===== config.mk =====
export PLATFORM = sky130hd
export DESIGN_NAME = alu_scoreboard
export DESIGN_NICKNAME = d
export VERILOG_FILES = /design/src/rtl/alu_scoreboard.sv
export SDC_FILE = /design/constraint.sdc
export NUM_CORES = 1
export LEC_CHECK = 0
export CAP_MARGIN = 10
export CORE_AREA = 2 2 155 187
export DETAILED_ROUTE_END_ITERATION = 12
export DIE_AREA = 0 0 157 189
export GPL_TIMING_DRIVEN = 0
export HOLD_SLACK_MARGIN = 0.15
export PLACE_DENSITY = 0.83
export RECOVER_POWER = 50
export SLEW_MARGIN = 20
export SYNTH_ARGS = -nofsm -noshare
export SYNTH_HDL_FRONTEND = slang
export SYNTH_SLANG_ARGS = --single-unit

===== constraint.sdc =====
create_clock -name clk -period 8.15 [get_ports clk]
set_input_delay 1.2225 -clock clk [delete_from_list [all_inputs] [get_ports clk]]
set_output_delay 1.2225 -clock clk [all_outputs]
set_load 0.005 [all_outputs]

===== src/rtl/alu_scoreboard.sv =====
// Result checker for an ALU: expected results are queued, actual results are compared
// against the queue head. Optional macro ALU_SB_CARRY_CHECK_EN adds carry to the comparison.
module alu_scoreboard #(
    parameter int N     = 32,
    parameter int DEPTH = 8,
    parameter int CW    = 16
) (
    input  logic          clk,
    input  logic          rst,
    input  logic          start,
    input  logic          stop,
    input  logic          exp_valid,
    input  logic [N-1:0]  exp_out,
    input  logic          exp_c_out,
    input  logic [2:0]    exp_op,
    output logic          exp_ready,
    input  logic          act_valid,
    input  logic [N-1:0]  act_out,
    input  logic          act_c_out,
    output logic          error_flag,
    output logic [CW-1:0] err_count,
    output logic [CW-1:0] pass_count,
    output logic [2:0]    first_op,
    output logic [N-1:0]  first_exp,
    output logic [N-1:0]  first_act,
    output logic          underflow,
    output logic          busy,
    output logic          done
);

    localparam int AW = (DEPTH > 2) ? $clog2(DEPTH) : 1;

    typedef enum logic [1:0] {IDLE, RUN, DRAIN, DONE} state_t;

    state_t          state, state_nxt;
    logic [N-1:0]    res_mem [DEPTH];
    logic [2:0]      op_mem  [DEPTH];
    logic [AW-1:0]   wr_ptr, rd_ptr;
    logic [AW:0]     count;
    logic            full, empty, active, clear, push, check_req, pop, miss, match;

    assign full      = (count == (AW+1)'(DEPTH));
    assign empty     = (count == '0);
    assign active    = (state == RUN) || (state == DRAIN);
    assign clear     = start && ((state == IDLE) || (state == DONE));
    assign exp_ready = (state == RUN) && !full;
    assign push      = exp_valid && exp_ready;
    assign check_req = act_valid && active;
    assign pop       = check_req && !empty;
    assign miss      = check_req && empty;
    assign busy      = active;
    assign done      = (state == DONE);

`ifdef ALU_SB_CARRY_CHECK_EN
    logic c_mem [DEPTH];
    assign match = (act_out == res_mem[rd_ptr]) && (act_c_out == c_mem[rd_ptr]);

    always_ff @(posedge clk) begin
        if (push) c_mem[wr_ptr] <= exp_c_out;
    end
`else
    logic unused_carry;
    assign unused_carry = exp_c_out ^ act_c_out;
    assign match        = (act_out == res_mem[rd_ptr]);
`endif

    always_comb begin
        state_nxt = state;
        unique case (state)
            IDLE:    if (start) state_nxt = RUN;
            RUN:     if (stop)  state_nxt = DRAIN;
            // No push can be accepted outside RUN, so an empty queue here is final.
            DRAIN:   if (empty) state_nxt = DONE;
            DONE:    if (start) state_nxt = RUN;
            default: state_nxt = IDLE;
        endcase
    end

    // NOTE: queue storage has no reset; occupancy and pointers alone define valid entries.
    always_ff @(posedge clk) begin
        if (push) begin
            res_mem[wr_ptr] <= exp_out;
            op_mem[wr_ptr]  <= exp_op;
        end
    end

    always_ff @(posedge clk or posedge rst) begin
        if (rst) begin
            state  <= IDLE;
            wr_ptr <= '0;
            rd_ptr <= '0;
            count  <= '0;
        end else begin
            state <= state_nxt;
            if (clear) begin
                wr_ptr <= '0;
                rd_ptr <= '0;
                count  <= '0;
            end else begin
                if (push) wr_ptr <= wr_ptr + 1'b1;
                if (pop)  rd_ptr <= rd_ptr + 1'b1;
                if (push && !pop)      count <= count + 1'b1;
                else if (pop && !push) count <= count - 1'b1;
            end
        end
    end

    always_ff @(posedge clk or posedge rst) begin
        if (rst) begin
            error_flag <= 1'b0;
            underflow  <= 1'b0;
            err_count  <= '0;
            pass_count <= '0;
            first_op   <= '0;
            first_exp  <= '0;
            first_act  <= '0;
        end else if (clear) begin
            error_flag <= 1'b0;
            underflow  <= 1'b0;
            err_count  <= '0;
            pass_count <= '0;
            first_op   <= '0;
            first_exp  <= '0;
            first_act  <= '0;
        end else begin
            if (miss) begin
                underflow  <= 1'b1;
                error_flag <= 1'b1;
            end
            if (pop) begin
                if (match) begin
                    if (pass_count != '1) pass_count <= pass_count + 1'b1;
                end else begin
                    if (err_count != '1) err_count <= err_count + 1'b1;
                    error_flag <= 1'b1;
                    // Counter still zero means this is the run's first mismatch.
                    if (err_count == '0) begin
                        first_op  <= op_mem[rd_ptr];
                        first_exp <= res_mem[rd_ptr];
                        first_act <= act_out;
                    end
                end
            end
        end
    end

endmodule


==> impl_metrics.csv <==
group,metric,value,unit
sta,tightest_slew,3178,ps
finish,final_util,0.7317,
floorplan,die_h,189,um
logic_synthesis,syn_area,16500,um2
pwr,irDropWorstVdd,0.2097,mV
drt,drt_iter0_drc,1062,
floorplan,core,27750,um2
setup_path,path_max_fanout,10,
grt,grt_overflow,0,
drt,vias,10550,
sta,fmax,194.1,MHz
logic_synthesis,ys_async_sr_fraction,0.2875,
placed_design,gp_congestion,0.8695,
setup_path,reg2reg_slack,3000,ps
job,drv_cap,1,
pwr,p_leak,7.837,nW
sta,fin_tns_setup,0,ps
logic_synthesis,synth_nets,1158,
hold_path,hold_depth,2,
floorplan,fp-row-count,67,
clock_network,cts_tree,"yes",
setup_path,path_class,"flop to flop",
clock_network,cts_root_buf,"clkbuf_16",
hold_path,min_from,"underflow$_DFFE_PP0P_",
sta,skew,18.57,ps
sta,period_share,0.6322,
logic_synthesis,synth.area.top_cells,"edfxtp_1, dfrtp_1, mux2i_1",
pwr,powerDensity,300.4,nW/um2
clock_network,h-tree-depth,2,
finish,final_cells,1718,
logic_synthesis,synth_cell_types,52,
drt,via_per_inst,6.140,
logic_synthesis,seq_area_frac_synth,0.6809,
finish,seq_area,11240,um2
finish,final_common_cell,"edfxtp_1",
clock_network,clock_latency,530,ps
grt,antenna_found_initial,5,
setup_path,cp-end-kind,"flop",
setup_path,startpoint_type,"flop",
floorplan,pin_count,179,
grt,grt_max_degree,63,
placed_design,dp.cells,1648,
floorplan,die_w,157,um
sta,period_needed,5152,ps
logic_synthesis,synth_area_leader_cell,"edfxtp_1",
sta,slew_headroom,-1.130,
drt,drtPass1Iterations,7,
logic_synthesis,synth.yosys.warnings,0,
run_status,failed_checks,"max-capacitance violations, max-slew violations",
finish,syn_to_final_growth,23.03,%
drt,routed_wl,42.38,mm
setup_path,reg2reg_to,"first_exp[9]$_DFFE_PP0P_",
hold_path,hp-class,"flop to flop",
clock_network,post_cts_buffers,0,
finish,drive_gt1_frac,0.1139,
drt,ant_nets,0,
drt,remaining_drc_errors,0,
logic_synthesis,synth.avg_cell_area,15.39,um2
finish,nets,1394,
placed_design,dp_hpwl,28.05,mm
logic_synthesis,synth-edff-count,280,
floorplan,start_util,0.5947,
clock_network,clk_pin_slew,60,ps
drt,wl_per_cell,24.67,um
grt,grt_use_total,0.2897,
clock_network,clock_path_buffers,3,
logic_synthesis,synthFlopType,"edfxtp_1",
setup_path,cp.required,8560,ps
logic_synthesis,syn_inst,1072,
finish,multi_input_area,4815,um2
run_status,status,"complete, but fails checks",
logic_synthesis,synthDominantCellAreaShare,0.5095,
setup_path,timing.rr.start,"rd_ptr[0]$_DFFE_PP0P_",
sta,hold_viol,0,
setup_path,worstPathArrival,5560,ps
finish,fillCellCount,1696,
sta,setup_viol,0,
floorplan,dieArea,29670,um2
clock_network,cts_made_buffers,37,
clock_network,clock-sinks,393,
hold_path,holdPathEnd,"underflow$_DFFE_PP0P_",
pwr,p_total,6.099,mW
placed_design,port_buffers,176,
clock_network,cts-resized-gates,0,
grt,grt_pass1_wl,63.27,mm
sta,grt_setup_unrepaired,"no",
setup_path,r2r.worst_path.cells,15,
finish,most-common-layout-cells,"edfxtp_1, mux2i_1, clkdlybuf4s50_1, dfrtp_1, nand2_1",
clock_network,cts_hold_buf,0,
grt,grt_pass1_vias,10720,
sta,report.final.slew_viol_count,62,
logic_synthesis,ys_ff_latch,393,
metal layers:
layer  track usage  wire (um)  vias up
met2        0.4897      21390      597
met4        0.1164       1589        2
met3       0.05470       3633      109
li1              -          -     4516
met1        0.3717      15750     5325
met5             0         13        -
Yosys cell counts, drive strengths merged, types with 5 or more instances:
master	n
o21ai	18
o31ai	11
mux2	7
nor4	7
buf	27
xnor2	26
or4	13
clkbuf	28
nand2	108
inv	45
nand4	12
nand3	11
and3	13
a21oi	32
and2	8
nand2b	6
nor3	5
a22o	10
or3	15
a22oi	11
edfxtp	280
dfrtp	113
ha	10
mux2i	139
mux4	47
nor2	32
logic make-up (layout without fill, tap and decap cells):
family / Yosys count / after routing / synth area share
flops: 393 / 393 / 0.6809
mux: 193 / 193 / 0.1540
compound gates: 100 / 100 / 0.03882
other cells: 0 / 4 / 0
xor+xnor: 29 / 29 / 0.01539
simple gates: 245 / 245 / 0.07264
fa+ha+maj: 11 / 11 / 0.008795
buf+inv: 101 / 364 / 0.02949
worst max-delay path by stage:
stage	startpoint	slack (ps)	cells past startpoint	to
after floorplan	exp_valid	3740	3	op_mem[0][0]$_DFFE_PP_
after global placement	exp_valid	750	4	res_mem[1][17]$_DFFE_PP_
after detailed placement	rd_ptr[2]$_DFFE_PP0P_	3260	15	first_exp[9]$_DFFE_PP0P_
after CTS	rd_ptr[0]$_DFFE_PP0P_	3110	15	first_exp[9]$_DFFE_PP0P_
after global routing	rd_ptr[0]$_DFFE_PP0P_	2950	13	pass_count[5]$_DFFE_PP0P_
final	rd_ptr[0]$_DFFE_PP0P_	3000	15	first_exp[9]$_DFFE_PP0P_
sequential cells by signal (all words and copies together) (netlist names):
signal,count
wr_ptr,3
underflow,1
op_mem,24
count,4
res_mem,256
first_exp,32
err_count,16
first_op,3
first_act,32
error_flag,1
pass_count,16
rd_ptr,3
state,2
worst max-delay path, cell delays in order, from the launching register on:
cell and delay (ps):
dfrtp_1 370, buf_4 170, buf_6 190, buf_6 250, buf_6 230, mux4_2 530, mux2i_1 500, xnor2_1 150
nor4_1 830, and4b_1 370, buf_2 250, or4_1 150, clkbuf_1 210, buf_6 230, buf_6 230, mux2i_1 330
through the flow:
step / hold WS [ps] / worst slack [ps] / cell area, um2
3_3_place_gp: 486.0 / 754.5 / 18740
2_1_floorplan: 485.9 / 3738 / 16500
6_report: 504.0 / 2998 / 20300
5_1_grt: 538.5 / 2953 / 20300
3_5_place_dp: 493.9 / 3264 / 19180
4_1_cts: 510.8 / 3114 / 20360
area by class of cell:
class,count,area share
tap,379,0.02336
antenna,4,0.0004930
clock inverter,16,0.01035
clock buffer,50,0.04801
sequential,393,0.5534
multi-input combinational,578,0.2371
inverter,46,0.008566
timing repair buffer,197,0.1032
buffer,55,0.01547
power breakdown:
group	leakage (nW)	internal, mW	switching (mW)	total, mW
logic	3.22	0.836	1.06	1.89
registers	4.04	2.36	0.119	2.48
clock network	0.573	1.00	0.723	1.72
No activity file was read; power rests on OpenSTA's default activity.
